### config.mk
export PLATFORM = sky130hd
export DESIGN_NAME = mult_div_unit
export DESIGN_NICKNAME = d
export VERILOG_FILES = /design/src/rtl/mult_div_pkg.sv /design/src/rtl/mult_div_step.sv /design/src/rtl/mult_div_unit.sv
export SDC_FILE = /design/constraint.sdc
export NUM_CORES = 1
export LEC_CHECK = 0
export CORE_ASPECT_RATIO = 0.9
export CORE_UTILIZATION = 50
export CTS_BUF_LIST = sky130_fd_sc_hd__clkbuf_8
export CTS_CLUSTER_SIZE = 28
export DETAILED_ROUTE_END_ITERATION = 8
export DONT_BUFFER_PORTS = 1
export HOLD_SLACK_MARGIN = 0.06
export PLACE_DENSITY = 0.65
export SYNTH_ARGS = -nofsm -noshare
export SYNTH_HDL_FRONTEND = slang
export SYNTH_HIERARCHICAL = 1
export SYNTH_SLANG_ARGS = --single-unit
### constraint.sdc
create_clock -name clk -period 4.6 [get_ports clk]
set_clock_uncertainty 0.05 [all_clocks]
set_input_delay 0.92 -clock clk [delete_from_list [all_inputs] [get_ports clk]]
set_output_delay 0.92 -clock clk [all_outputs]
set_load 0.05 [all_outputs]
### src/rtl/mult_div_pkg.sv
// Shared definitions for the iterative multiply/divide unit:
// operation encodings, controller states and small op-decoding helpers.
package mult_div_pkg;

    localparam logic [1:0] OP_MULT  = 2'b00;
    localparam logic [1:0] OP_MULTU = 2'b01;
    localparam logic [1:0] OP_DIV   = 2'b10;
    localparam logic [1:0] OP_DIVU  = 2'b11;

    typedef enum logic [1:0] {
        IDLE = 2'd0,
        RUN  = 2'd1,
        FIX  = 2'd2
    } state_t;

    // Even encodings are the signed variants; bit 1 selects divide.
    function automatic logic op_is_signed(input logic [1:0] op);
        return ~op[0];
    endfunction

    function automatic logic op_is_div(input logic [1:0] op);
        return op[1];
    endfunction

endpackage

### src/rtl/mult_div_step.sv
// One radix-2 iteration: shift-add multiply or restoring shift-subtract divide
// on a packed {upper, lower} accumulator.
module mult_div_step #(
    parameter int WIDTH = 32
) (
    input  logic                 is_div,
    input  logic [2*WIDTH-1:0]   acc,
    input  logic [WIDTH-1:0]     operand,
    output logic [2*WIDTH-1:0]   acc_next,
    output logic                 quot_bit
);

    logic [WIDTH-1:0] addend;
    logic [WIDTH:0]   sum;
    logic [WIDTH:0]   shifted;
    logic [WIDTH:0]   diff;

    // Multiply keeps the multiplier in the low half and shifts the product in from
    // the top; divide keeps the partial remainder on top with one guard bit.
    always_comb begin
        addend   = acc[0] ? operand : '0;
        sum      = {1'b0, acc[2*WIDTH-1:WIDTH]} + {1'b0, addend};
        shifted  = {acc[2*WIDTH-1:WIDTH], acc[WIDTH-1]};
        diff     = shifted - {1'b0, operand};
        quot_bit = 1'b0;
        acc_next = {sum, acc[WIDTH-1:1]};
        if (is_div) begin
            quot_bit = ~diff[WIDTH];
            acc_next = {(diff[WIDTH] ? shifted[WIDTH-1:0] : diff[WIDTH-1:0]),
                        acc[WIDTH-2:0], 1'b0};
        end
    end

endmodule

### src/rtl/mult_div_unit.sv
// Iterative MULT/MULTU/DIV/DIVU engine with HI/LO result registers.
// Works on operand magnitudes for WIDTH cycles, then fixes signs in one extra cycle.
module mult_div_unit
    import mult_div_pkg::*;
#(
    parameter int WIDTH = 32
) (
    input  logic               clk,
    input  logic               reset,
    input  logic               start,
    input  logic [1:0]         op,
    input  logic [WIDTH-1:0]   a,
    input  logic [WIDTH-1:0]   b,
    output logic               busy,
    output logic               done,
    output logic               div_zero,
    output logic [WIDTH-1:0]   hi,
    output logic [WIDTH-1:0]   lo
);

    localparam int CW = $clog2(WIDTH + 1);

    state_t             state_q, state_d;
    logic [CW-1:0]      cnt_q, cnt_d;
    logic [2*WIDTH-1:0] acc_q, acc_d;
    logic [WIDTH-1:0]   opnd_q, opnd_d;
    logic               is_div_q, is_div_d;
    logic               neg_lo_q, neg_lo_d;
    logic               neg_hi_q, neg_hi_d;
    logic [WIDTH-1:0]   hi_q, hi_d;
    logic [WIDTH-1:0]   lo_q, lo_d;
    logic               done_q, done_d;
    logic               div_zero_q, div_zero_d;

    logic [2*WIDTH-1:0] step_acc;
    logic               step_quot;
    logic               a_neg, b_neg, zero_div;
    logic [WIDTH-1:0]   mag_a, mag_b;
    logic [2*WIDTH-1:0] product;

    mult_div_step #(.WIDTH(WIDTH)) u_step (
        .is_div   (is_div_q),
        .acc      (acc_q),
        .operand  (opnd_q),
        .acc_next (step_acc),
        .quot_bit (step_quot)
    );

    always_ff @(posedge clk) begin
        if (reset) begin
            state_q    <= IDLE;
            cnt_q      <= '0;
            acc_q      <= '0;
            opnd_q     <= '0;
            is_div_q   <= 1'b0;
            neg_lo_q   <= 1'b0;
            neg_hi_q   <= 1'b0;
            hi_q       <= '0;
            lo_q       <= '0;
            done_q     <= 1'b0;
            div_zero_q <= 1'b0;
        end else begin
            state_q    <= state_d;
            cnt_q      <= cnt_d;
            acc_q      <= acc_d;
            opnd_q     <= opnd_d;
            is_div_q   <= is_div_d;
            neg_lo_q   <= neg_lo_d;
            neg_hi_q   <= neg_hi_d;
            hi_q       <= hi_d;
            lo_q       <= lo_d;
            done_q     <= done_d;
            div_zero_q <= div_zero_d;
        end
    end

    assign a_neg    = op_is_signed(op) & a[WIDTH-1];
    assign b_neg    = op_is_signed(op) & b[WIDTH-1];
    assign zero_div = op_is_div(op) & (b == '0);
    assign mag_a    = a_neg ? -a : a;
    assign mag_b    = b_neg ? -b : b;

    always_comb begin
        state_d = state_q;
        case (state_q)
            IDLE:    if (start && !zero_div) state_d = RUN;
            RUN:     if (cnt_q == CW'(WIDTH - 1)) state_d = FIX;
            FIX:     state_d = IDLE;
            default: state_d = IDLE;
        endcase
    end

    // A zero divisor is answered straight from IDLE and leaves HI/LO untouched.
    always_comb begin
        cnt_d      = cnt_q;
        acc_d      = acc_q;
        opnd_d     = opnd_q;
        is_div_d   = is_div_q;
        neg_lo_d   = neg_lo_q;
        neg_hi_d   = neg_hi_q;
        hi_d       = hi_q;
        lo_d       = lo_q;
        done_d     = 1'b0;
        div_zero_d = 1'b0;
        product    = neg_lo_q ? -acc_q : acc_q;
        case (state_q)
            IDLE: begin
                if (start) begin
                    if (zero_div) begin
                        done_d     = 1'b1;
                        div_zero_d = 1'b1;
                    end else begin
                        acc_d    = {{WIDTH{1'b0}}, mag_a};
                        opnd_d   = mag_b;
                        is_div_d = op_is_div(op);
                        cnt_d    = '0;
                        neg_lo_d = a_neg ^ b_neg;
                        neg_hi_d = op_is_div(op) ? a_neg : (a_neg ^ b_neg);
                    end
                end
            end
            RUN: begin
                acc_d = step_acc | {{(2*WIDTH-1){1'b0}}, step_quot};
                cnt_d = cnt_q + CW'(1);
            end
            FIX: begin
                done_d = 1'b1;
                if (is_div_q) begin
                    lo_d = neg_lo_q ? -acc_q[WIDTH-1:0] : acc_q[WIDTH-1:0];
                    hi_d = neg_hi_q ? -acc_q[2*WIDTH-1:WIDTH] : acc_q[2*WIDTH-1:WIDTH];
                end else begin
                    hi_d = product[2*WIDTH-1:WIDTH];
                    lo_d = product[WIDTH-1:0];
                end
            end
            default: ;
        endcase
    end

    assign busy     = (state_q != IDLE);
    assign done     = done_q;
    assign div_zero = div_zero_q;
    assign hi       = hi_q;
    assign lo       = lo_q;

endmodule

==> out/qor.yml <==
p_leak_nw: 5.851
critPathTopFamily: "compound AO/OA/AOI/OAI gates"
finalSetupViolCount: 0
die_y_microns: 163.0
clkLatencyLatePin_ps: 490
cts_setup_buffers: 0
vias_per_cell: 6.642
cts_tree: "built"
n_fill_cell: 2768
cap_violations: 0
async_reset_ff_share_pct: 0
finalCriticalPeriod_ps: 4111
drive_above_1_share_pct: 7.185
clk_path_buf_depth: 2
io_buffers: 0
avgSynthCellArea_sq_um: 7.579
slew_viol_final: 0
ys_seq_area_share_pct: 24.04
rr_startpoint: "acc_q[0]"
slew_headroom_pct: 27.77
wire_per_inst_microns: 21.71
irDropWorstVdd_v: 0.0001735
cpMaxStageDelayCell: "dfxtp_1"
arrival_ps: 4460
path_class: "reg2reg"
grt_pass1_wl_microns: 74660
pin_count: 136
post-route-period-util_pct: 89.36
fin_nets: 1978
worst_pin_slew_ps: 1083
antenna_found_initial: 1
yosysWarnings: 6
crit_required_ps: 4940
worstReg2RegEnd: "acc_q[63]"
design_area_sq_mm: 0.01507
initial_utilization_pct: 51.17
synth.distinct_cells: 86
drtIter0Drc: 1634
min_from: "opnd_q[0]"
max_stage_delay_ps: 540
crit_buf_inv: 1
h-tree-depth: 4
syn_nets: 2041
crit_path_start_kind: "flip-flop"
fp.dieW_microns: 180.9
rsz0062_at_grt: "no"
antenna_left: 0
critPathLaunch: "acc_q[0]"
die_area_sq_mm: 0.02950
synth-edff-count: 0
multi_input_comb_area_sq_mm: 0.01015
num_rows: 58
gp_congestion: 0.9478
drt-pass1-iter-count: 6
post_cts_resized: 0
cts.sink_count: 173
clock.fmax_mhz: 243.3
p_per_area_mw_per_mm2: 263.1
dominantRegCellSynth: "dfxtp_1"
fp.coreArea_sq_mm: 0.02816
antennaDiodeCount: 0
area_growth_syn_to_layout_pct: 4.585
netlist_area_sq_mm: 0.01441
synth_cells: 1901
cts_buffers: 17
ff2ff_setup_slack_ps: 490
grt_max_degree: 89
first_global_vias: 12920
synth-seq-cells: 173
hold_viol_final: 0
path_common_cell: "o211a_1"
crit_end: "acc_q[63]"
place_hpwl_microns: 36620
crit_chain: "buf_4 -> and2_1 -> ha_1 -> a211oi_1 -> o21bai_1 -> o41ai_1 -> a21oi_1 -> o211a_1 -> o211ai_1 -> nand2_1 -> or4_1 -> o211a_1 -> a22o_1"
postCtsHoldBufs: 0
reg2reg_depth: 13
end_kind: "flip-flop"
vias: 14685
grt_overflow: 0
cp_num_cells: 13
routed_wl_microns: 48010
regArea_sq_mm: 0.003467
finalSetupTns_ps: 0
clockRootBuffer: "clkbuf_8"
clk_pin_slew_ps: 110
placed_cell_area_sq_mm: 0.01464
critPathMaxFanout: 30
run_status: "finished clean"
drc_errors: 0
worstHoldPathType: "reg2reg"
grt_use_total_pct: 32.16
[where the power goes]
group,internal (W),switching [W]
clock network,0.000520,0.000644
logic,0.000426,0.000671
registers,0.00156,0.000144
[cell usage after synthesis, drive strengths merged, types with 30 or more instances]
| cell | number | area (sq um) |
|---|---|---|
| a211oi | 72 | 540.5 |
| mux2 | 33 | 371.6 |
| xor2 | 55 | 481.7 |
| nand2 | 113 | 431.7 |
| inv | 75 | 281.5 |
| clkbuf | 92 | 349.1 |
| a31oi | 30 | 187.7 |
| xnor2 | 95 | 832.1 |
| nor2 | 190 | 729.4 |
| nor4 | 39 | 271.5 |
| dfxtp | 173 | 3463 |
| a21oi | 183 | 919.6 |
| o31ai | 30 | 225.2 |
| o21ai | 133 | 665.6 |
| ha | 69 | 863.3 |
| a22o | 35 | 306.5 |
| and2 | 40 | 252.7 |
| nand3 | 48 | 240.2 |
| nor3 | 57 | 285.3 |
[cells in the final DEF (no fill, tap or decap), types with 6 or more instances in the layout]
cell type,n
mux2_2,33
nor3_1,57
and2_1,39
or3_1,16
xor2_1,55
a31oi_1,30
xnor2_1,95
nand3_1,48
o211ai_1,17
or4_1,15
nand2b_1,14
mux2i_1,23
o221ai_1,8
buf_4,35
a41oi_1,10
o21ai_0,131
a2111oi_0,6
nand2_1,112
a211o_1,6
nor2_1,188
o21bai_1,6
ha_1,69
a311oi_1,6
inv_1,74
and3_1,8
a22o_1,35
a31o_1,6
a21o_1,27
clkbuf_8,18
nor4_1,36
a21oi_1,182
and4_1,15
o31ai_1,30
dfxtp_1,172
a211oi_1,72
nor2b_1,14
o41ai_1,12
nand4_1,26
[worst min-delay path by stage]
stage	endpoint	slack [ps]	depth (start not counted)
after CTS	acc_q[13]	420	1
after global routing	acc_q[4]	410	1
final	opnd_q[0]	430	2
after detailed placement	cnt_q[4]	420	1
after floorplan	cnt_q[3]	390	1
after global placement	cnt_q[3]	410	1
[area by class of cell]
cell class	count	area share [%]
well taps	360	2.989
repair buffers	36	1.877
inverters	77	1.918
multi-input cells	1533	67.39
clock inverters	14	1.171
clock buffers	18	1.644
flip-flops and latches	173	23.01
[flip-flops by register name, summed over array words and instances (netlist names)]
name	count
opnd_q	32
hi	32
acc_q	64
neg_lo_q	1
state_q	2
cnt_q	6
is_div_q	1
div_zero	1
lo	32
neg_hi_q	1
done	1
[per-layer routing]
layer | wire length [microns] | part of all wire [%] | track usage, %
met5 | 9 | 0.019 | 0
met4 | 828 | 1.7 | 6.934
met3 | 5495 | 11 | 8.161
met2 | 18570 | 39 | 43.14
met1 | 23110 | 48 | 50.07
[kinds of logic (layout without fill, tap and decap cells)]
kind of cell | Yosys count | after routing | share of synthesized area, %
mux | 56 | 56 | 4.177
fa+ha+maj | 71 | 71 | 6.270
flops | 173 | 173 | 24.04
simple gates | 624 | 624 | 22.11
buf+inv | 195 | 145 | 5.619
xor+xnor | 150 | 150 | 9.119
compound gates | 632 | 632 | 28.67
[worst register-to-register path: stages, from the launching register on]
cell	delay, ps
dfxtp_1	540
buf_4	310
and2_1	170
ha_1	290
a211oi_1	290
o21bai_1	170
o41ai_1	430
a21oi_1	170
o211a_1	290
o211ai_1	250
nand2_1	180
or4_1	540
o211a_1	150
a22o_1	190
[stage by stage]
stage / cells / util, % / hold slack (ps) / power [W] / setup WS [ps]
after floorplan: 1901 / - / 393.9 / 0.002515 / 834.8
after global placement: 2179 / 52.01 / 407.9 / 0.002777 / 617.8
after detailed placement: 2179 / 52.01 / 418.0 / 0.002793 / 578.1
after CTS: 2211 / 53.51 / 419.8 / 0.003945 / 553.3
after global routing: 2211 / 53.51 / 415.0 / 0.004152 / 232.8
final: 2211 / 53.51 / 429.6 / 0.003964 / 489.3
Power figures use the tool's default switching activity.
